[config.mk]
export PLATFORM = sky130hd
export DESIGN_NAME = instruction_memory
export DESIGN_NICKNAME = d
export VERILOG_FILES = /design/src/rtl/instruction_memory.sv
export SDC_FILE = /design/constraint.sdc
export NUM_CORES = 1
export LEC_CHECK = 0
export CORE_ASPECT_RATIO = 2
export CORE_MARGIN = 2
export CORE_UTILIZATION = 51
export CTS_CLUSTER_SIZE = 20
export DETAILED_ROUTE_END_ITERATION = 8
export PLACE_DENSITY = 0.83
export SYNTH_ARGS = -nofsm -noshare
export SYNTH_HDL_FRONTEND = slang
export SYNTH_SLANG_ARGS = --single-unit
[constraint.sdc]
create_clock -name clk -period 1.1 [get_ports clk]
set_input_delay 0.22 -clock clk [delete_from_list [all_inputs] [get_ports clk]]
set_output_delay 0.22 -clock clk [all_outputs]
set_load 0.02 [all_outputs]
[src/rtl/instruction_memory.sv]
// rtl/instruction_memory.sv - fixed-latency instruction fetch memory with flush and program-load port
// Optional macro IM_PARITY_EN adds per-word even parity and the IM_parityError output.
module instruction_memory #(
    parameter int ADDRESS_WIDTH = 3,
    parameter int DATA_WIDTH    = 8,
    parameter int LATENCY       = 2
) (
    input  logic                     clk,
    input  logic                     rst_n,
    input  logic                     IM_ce,
    input  logic [ADDRESS_WIDTH-1:0] IM_address,
    input  logic                     IM_flush,
    output logic [DATA_WIDTH-1:0]    IM_data,
    output logic                     IM_dataValid,
    output logic [3:0]               IM_pending,
    input  logic                     load_en,
    input  logic [ADDRESS_WIDTH-1:0] load_address,
    input  logic [DATA_WIDTH-1:0]    load_data
`ifdef IM_PARITY_EN
    ,
    output logic                     IM_parityError
`endif
);

    localparam int DEPTH = 1 << ADDRESS_WIDTH;
    localparam int LAST  = LATENCY - 1;
`ifdef IM_PARITY_EN
    localparam int WORD_W = DATA_WIDTH + 1;
`else
    localparam int WORD_W = DATA_WIDTH;
`endif

    logic [WORD_W-1:0]     mem_q [DEPTH];
    logic [WORD_W-1:0]     rd_word;
    logic [WORD_W-1:0]     wr_word;
    logic [DATA_WIDTH-1:0] rd_data;

    logic [LATENCY-1:0]    valid_q, valid_d;
    logic [DATA_WIDTH-1:0] data_q [LATENCY];
    logic [DATA_WIDTH-1:0] data_d [LATENCY];
    logic [3:0]            pending_q, pending_d;
    logic [DATA_WIDTH-1:0] held_q;

    assign rd_word = mem_q[IM_address];
    assign rd_data = rd_word[DATA_WIDTH-1:0];

`ifdef IM_PARITY_EN
    assign wr_word = {^load_data, load_data};
`else
    assign wr_word = load_data;
`endif

    // Memory is never reset; the read above sees the pre-write word (read-before-write).
    always_ff @(posedge clk) begin
        if (load_en) begin
            mem_q[load_address] <= wr_word;
        end
    end

    // Data registers only advance with a live valid so the last stage keeps the delivered word.
    always_comb begin
        valid_d    = '0;
        pending_d  = '0;
        valid_d[0] = IM_ce;
        data_d[0]  = IM_ce ? rd_data : data_q[0];
        for (int i = 1; i < LATENCY; i++) begin
            valid_d[i] = valid_q[i-1] & ~IM_flush;
            data_d[i]  = valid_d[i] ? data_q[i-1] : data_q[i];
        end
        for (int i = 0; i < LATENCY; i++) begin
            pending_d = pending_d + {3'b000, valid_d[i]};
        end
    end

    always_ff @(posedge clk or negedge rst_n) begin
        if (!rst_n) begin
            valid_q   <= '0;
            pending_q <= '0;
            held_q    <= '0;
            for (int i = 0; i < LATENCY; i++) begin
                data_q[i] <= '0;
            end
        end else begin
            valid_q   <= valid_d;
            pending_q <= pending_d;
            data_q    <= data_d;
            if (IM_dataValid) begin
                held_q <= data_q[LAST];
            end
        end
    end

    // A flush in the delivery cycle also suppresses the word already sitting at the output.
    assign IM_dataValid = valid_q[LAST] & ~IM_flush;
    assign IM_data      = IM_dataValid ? data_q[LAST] : held_q;
    assign IM_pending   = pending_q;

`ifdef IM_PARITY_EN
    logic [LATENCY-1:0] perr_q, perr_d;

    always_comb begin
        perr_d    = perr_q;
        perr_d[0] = IM_ce ? ^rd_word : perr_q[0];
        for (int i = 1; i < LATENCY; i++) begin
            perr_d[i] = valid_d[i] ? perr_q[i-1] : perr_q[i];
        end
    end

    always_ff @(posedge clk or negedge rst_n) begin
        if (!rst_n) begin
            perr_q <= '0;
        end else begin
            perr_q <= perr_d;
        end
    end

    assign IM_parityError = IM_dataValid & perr_q[LAST];
`endif

endmodule

==> impl_results.md, run 1 <==
* Status: finished with violations
* Failing checks: setup timing
* Die X at ~63 um
* CTS sink cnt at 92
* Tmin final at between 1500 and 2000 ps
* CTS hold repair buffers at 0
* Vias in the first global route at roughly 2100
* Netlist cell types at 25
* Dpl hpwl at 4340 um
* Endpoints failing setup at 13
* Final global-route overflow total at 0
* Worst reg-to-reg path cell count at 5
* Post-Route Utilization at between 60% and 70%
* Starting DRT DRC Count at ~110
* Final ANT Viol Nets at 0
* CTS H-Tree Depth at 3
* CP Cell Sequence: nand2b_4 -> buf_6 -> mux2_4 -> buf_6
* Ys async rst share at a little under a third
* Worst reg2reg path endpoint: held_q[5]
* GRT Total Usage at 18.4%
* Class of the worst hold path: input port to asynchronous set/reset pin
* Initial DRT Pass Iterations at 4
* Die height at about 120 um
* Maxcap violations at 0
* Synthesized cell area at around 0.0036 sq mm
* PortBufs at 29
* Clk buf depth at 2
* CP max-delay cell: dfrtp_1
* Root cell of the clock tree: clkbuf_16
* DR vias/cell at 5.52
* Crit end category: output pin
* Synth top cells by count: edfxtp_1 (64), dfrtp_1 (28), mux2i_1 (24)
* Die area at 0.00780 sq mm
* Num CTS Buffers at 9
* Routability cong. at 0.775
* Starting Density at between 50% and 60%
* Final Slew Violations at 0
* Post-synth top flop: edfxtp_1
* Most area-consuming cells after synthesis: edfxtp_1 (53%), dfrtp_1 (19%), mux2i_1 (6.7%)
* Drc violations at 0
* Setup ws final at -523 ps
* Clock transition at the registers of the reported paths at about 60 ps
* Core Area at roughly 0.007 sq mm
* Wire length per cell at 19.0 um
* Kind of critical path: flip-flop to output pin
* P_leak at 1.90 nW
* Clk_lat worst skew at approximately 330 ps
* Hold Vio Cnt, Final at 0
* Syn Area/Cell at roughly 17 sq um
* EDFF count, synth at between 60 and 70
* Worst reg-to-reg setup slack at -170 ps
* Critical path's top delay family: flip-flops
* Initial antenna violation count at 0
* Required time of the critical path at about 900 ps
* Detailed Route WL at ~7000 um
* Largest net degree at the start of global routing at 29
* Post-DP Area at approximately 0.0042 sq mm
* Syn Inst Count at between 200 and 250
* Max incr delay on CP at ~400 ps
* Final Instance Area at 0.00469 sq mm
* Hold slack at about 270 ps
* PD cells at approximately 1800 mW/mm^2
* CP most frequent cell: buf_6
* Buffers plus inverters on the worst setup path at 2
* First-pass GRT wire length at a little over 10000 um
* Nature of the critical path startpoint: flip-flop
* Num rows at 43
* Boundary pin count at 32
* Area Growth Syn to Fin at 30.2%
* Yosys warns at 0
* Via count at between 2000 and 2500
* Crit share post-route at 148%
* Flops & latches, synth at 92
* Fin nets at a little under 300
* ANT cells at 0
* Worst r2r src: valid_q[1]
* RSZ-0062 raised after global routing: true
* Most common cell in the netlist: edfxtp_1
* Max VDD drop at between 0.001 and 0.0015 V
* Layout cell share with drive strength beyond 1 at 30.8%
* CP max FO at 5
* Clk_skew at roughly 3.8 ps
* CTS tree: done
* Synth area leader: edfxtp_1
* Seq/Total Area, Yosys at around 73%
* Max Fclk at approximately 0.62 GHz
* Post-synth top area share at between 50 and 60%
* Crit path DAT at 1400 ps
worst reg2reg max path, cell delays in order (launching register included):
cell and delay [ps]:
dfrtp_1 400, nand2b_4 90, buf_6 130, mux2_4 310, buf_4 140, buf_6 110
layout by cell type, fill, tap and decap left out, types with 2 or more instances in the layout:
master           netlist  layout
mux2_4                 0      13
clkinvlp_4             0       3
dfrtp_1               28      28
nor2_1                 6       2
nand2b_1               5       2
dlygate4sd2_1          0       6
mux2_1                14       2
a211o_1                8       8
mux2i_1               24      24
nor2_2                 1       5
conb_1                 1       2
clkbuf_16              0       9
buf_4                  4      12
a41o_1                 8       8
nand3_1                8       8
nor2b_1               17      15
a22oi_1                8       8
buf_6                  2      24
clkbuf_1               1       2
nor3_4                 0       2
nand2b_4               0       3
edfxtp_1              64      64
clkdlybuf4s50_1        0      10
buf_2                  4       2
buf_12                 1       6
nor2b_4                0       2
what timing repair did:
item	in CTS	in global routing
resized for setup	87	20
buffers inserted	5	6
pin swaps	1	6
cloned	0	1
endpoints found under the setup margin	86	77
per-layer routing:
layer	vias to the layer above	wire length, um	track usage [%]
met4	0	306	13.2
met1	1017	2410	17.1
met5	-	0	0
met2	66	4080	34.8
li1	932	-	-
met3	23	209	3.64
power by group:
part	switching (W)	internal (W)
clock	0.00121	0.00177
sequential	0.000124	0.00401
combinational	0.000591	0.000751
total	0.00192	0.00652
how the worst max path moves through the flow:
stage,start,to,slack (ps),cells past startpoint
final,valid_q[1],IM_data[4],-520,4
after global routing,valid_q[1],IM_data[4],-550,4
after global placement,IM_flush,IM_data[0],-960,5
after floorplan,load_address[2],mem_q[2][0],-100,2
after detailed placement,IM_flush,IM_data[0],-990,5
after CTS,valid_q[1],IM_data[4],-520,4
cell type report:
type / count / area [sq um]
clock inverters: 5 / 61.3
well taps: 90 / 113
flip-flops and latches: 92 / 2620
repair buffers: 61 / 656
inverters: 1 / 6.26
clock buffers: 11 / 233
fillers: 458 / 2190
multi-input cells: 109 / 1000
logic make-up (layout without fill, tap and decap cells):
group | Yosys count | in the layout | synth area share (%)
flops | 92 | 92 | 72.8
simple gates | 42 | 42 | 6.42
compound gates | 24 | 24 | 5.83
fa+ha+maj | 1 | 1 | 0.347
other cells | 1 | 2 | 0.104
buf+inv | 14 | 78 | 2.88
mux | 40 | 40 | 11.7
flip-flops by register name (all words and copies together) (netlist names):
signal / flops
mem_q: 64
valid_q: 2
data_q: 16
held_q: 8
IM_pending: 2
stage by stage:
step / instances / power [W] / setup WS (ps) / setup TNS (ps)
after floorplan: 215 / 0.00477 / -95.2 / -2290
after global placement: 342 / 0.00519 / -962 / -43480
after global routing: 369 / 0.00870 / -552 / -5270
after CTS: 363 / 0.00833 / -525 / -4580
after detailed placement: 342 / 0.00526 / -987 / -47050
final: 369 / 0.00844 / -523 / -4760
Note: power is estimated with default switching activity, not from simulation.
==> inputs of run 2 (changes only) <==
--- a/config.mk
+++ b/config.mk
@@ -5,9 +5,11 @@
 export SDC_FILE = /design/constraint.sdc
 export NUM_CORES = 1
 export LEC_CHECK = 0
+export CAP_MARGIN = 20
 export CORE_ASPECT_RATIO = 2
 export CORE_MARGIN = 2
 export CORE_UTILIZATION = 51
+export CTS_BUF_LIST = sky130_fd_sc_hd__clkbuf_16
 export CTS_CLUSTER_SIZE = 20
 export DETAILED_ROUTE_END_ITERATION = 8
 export PLACE_DENSITY = 0.83
==> impl_results.md, run 2 (synthesis gave the netlist of run 1 again) <==
* Required time of the critical path at 880 ps (about the same)
* First-pass GRT wire length at 10400 um (unchanged)
* Commonest non-fill, non-tap cells in the layout: edfxtp_1 (64), dfrtp_1 (28), mux2i_1 (24), buf_6 (24), nor2b_1 (15)
* Initial antenna violation count at 0 (unchanged)
* ANT cells at 0 (unchanged)
* Clk buf depth at 2 (unchanged)
* Nature of the critical path startpoint: flip-flop
* Root cell of the clock tree: clkbuf_16
* Boundary pin count at 32 (unchanged)
* CP max FO at 5 (unchanged)
* Class of the worst hold path: input port to asynchronous set/reset pin
* Starting Density at 52.3% (unchanged)
* GRT Total Usage at 18.4% (unchanged)
* Max Fclk at 0.616 GHz (unchanged)
* Crit end category: output pin
* Max incr delay on CP at 400 ps (about the same)
* Drc violations at 0 (unchanged)
* PortBufs at 29 (unchanged)
* CTS hold repair buffers at 0 (unchanged)
* Final ANT Viol Nets at 0 (unchanged)
* Final global-route overflow total at 0 (unchanged)
* Largest net degree at the start of global routing at 29 (unchanged)
* Crit path DAT at 1400 ps (about the same)
* Largest regs: mem_q (64), data_q (16), held_q (8)
* Wire length per cell at 19.0 um (about the same)
* Kind of critical path: flip-flop to output pin
* CTS sink cnt at 92 (unchanged)
* Most common cell after layout, fill and taps aside: edfxtp_1
* Clk_lat worst skew at 330 ps (about the same)
* CTS tree: done
* Buffers plus inverters on the worst setup path at 2 (unchanged)
* PD cells at 1790 mW/mm^2 (-0.21%)
* Setup_tns at -4760 ps (unchanged)
* Fin nets at 294 (unchanged)
* DR vias/cell at 5.52 (unchanged)
* Layout cell share with drive strength beyond 1 at 30.8% (unchanged)
* Status: finished with violations
* CTS H-Tree Depth at 3 (unchanged)
* Worst reg-to-reg setup slack at -170 ps (about the same)
* Worst reg2reg path endpoint: held_q[5]
* Detailed Route WL at 7010 um (about the same)
* Starting DRT DRC Count at 106 (unchanged)
* Clk_skew at 3.85 ps (unchanged)
* Max reg flops at 64 (unchanged)
* Tmin final at 1620 ps (unchanged)
* Endpoints failing setup at 13 (unchanged)
* Dpl hpwl at 4340 um (unchanged)
* Routability cong. at 0.775 (unchanged)
* Via count at 2038 (unchanged)
* RSZ-0062 raised after global routing: true
* Max VDD drop at 0.00135 V (unchanged)
* CP most frequent cell: buf_6
* Post-Route Utilization at 68.2% (unchanged)
* Placed Cells at 342 (unchanged)
* Worst reg-to-reg path cell count at 5 (unchanged)
* Worst r2r src: valid_q[1]
* Final Slew Violations at 0 (unchanged)
* Core Area at 0.00689 sq mm (unchanged)
* Initial DRT Pass Iterations at 4 (unchanged)
* P_leak at 1.91 nW (+0.44%)
* Biggest register: mem_q
* Die height at 123 um (unchanged)
* Area Growth Syn to Fin at 30.2% (unchanged)
* Clock transition at the registers of the reported paths at 60 ps (about the same)
* Setup ws final at -523 ps (unchanged)
* Hold Vio Cnt, Final at 0 (unchanged)
* CP max-delay cell: dfrtp_1
* CP Cell Sequence: nand2b_4 -> buf_6 -> mux2_4 -> buf_6
* Num CTS Buffers at 9 (unchanged)
* Maxcap violations at 0 (unchanged)
* Critical path's top delay family: flip-flops
* Pwr Total at 0.00843 W (-0.21%)
* Num rows at 43 (unchanged)
* Die X at 63.4 um (unchanged)
* Vias in the first global route at 2136 (unchanged)
* Failing checks: setup timing
* Die area at 0.00780 sq mm (unchanged)
* Non-filler instance count after layout at 369 (unchanged)
* Crit share post-route at 148% (unchanged)
run 2: cell count changes in the layout (fill, tap and decap cells not counted):
cell	delta
clkbuf_1	-2
inv_1	+2
run 2: timing repair:
action,in CTS,in global routing
gates resized for setup,87,20
setup endpoints to repair,86,77
buffers inserted,5,6
cloned,0,1
pin swaps,1,6
run 2: metrics by stage:
step	cell area [sq um]	hold WS, ps	setup WS (ps)
2_1_floorplan	3670	-75.6	-95.2
3_3_place_gp	4190	463	-962
3_5_place_dp	4190	469	-987
4_1_cts	4590	258	-525
5_1_grt	4690	302	-552
6_report	4690	272	-523
run 2: worst max path at each step:
stage	startpoint	end	depth (start not counted)
final	valid_q[1]	IM_data[4]	4
after CTS	valid_q[1]	IM_data[4]	4
after global routing	valid_q[1]	IM_data[4]	4
after global placement	IM_flush	IM_data[0]	5
after detailed placement	IM_flush	IM_data[0]	5
after floorplan	load_address[2]	mem_q[2][0]	2
run 2: cell type report:
type                    instances  area (sq um)
flip-flops and latches         92          2620
multi-input cells             109          1000
repair buffers                 61           656
inverters                       1          6.26
well taps                      90           113
clock inverters                 7          68.8
clock buffers                   9           225
fillers                       458          2190
run 2: where the power goes:
| group | internal [W] | switching (W) | total, W |
|---|---|---|---|
| registers | 0.00401 | 0.000124 | 0.00413 |
| logic | 0.000751 | 0.000591 | 0.00134 |
| clock network | 0.00175 | 0.00121 | 0.00295 |
| total | 0.00651 | 0.00192 | 0.00843 |
run 2: per-layer routing:
layer  vias to the layer above  wire (um)  track usage (%)
li1                        932          -                -
met1                      1017       2410             17.1
met2                        66       4080             34.8
met3                        23        209             3.64
met4                         0        306             13.2
met5                         -          0                0
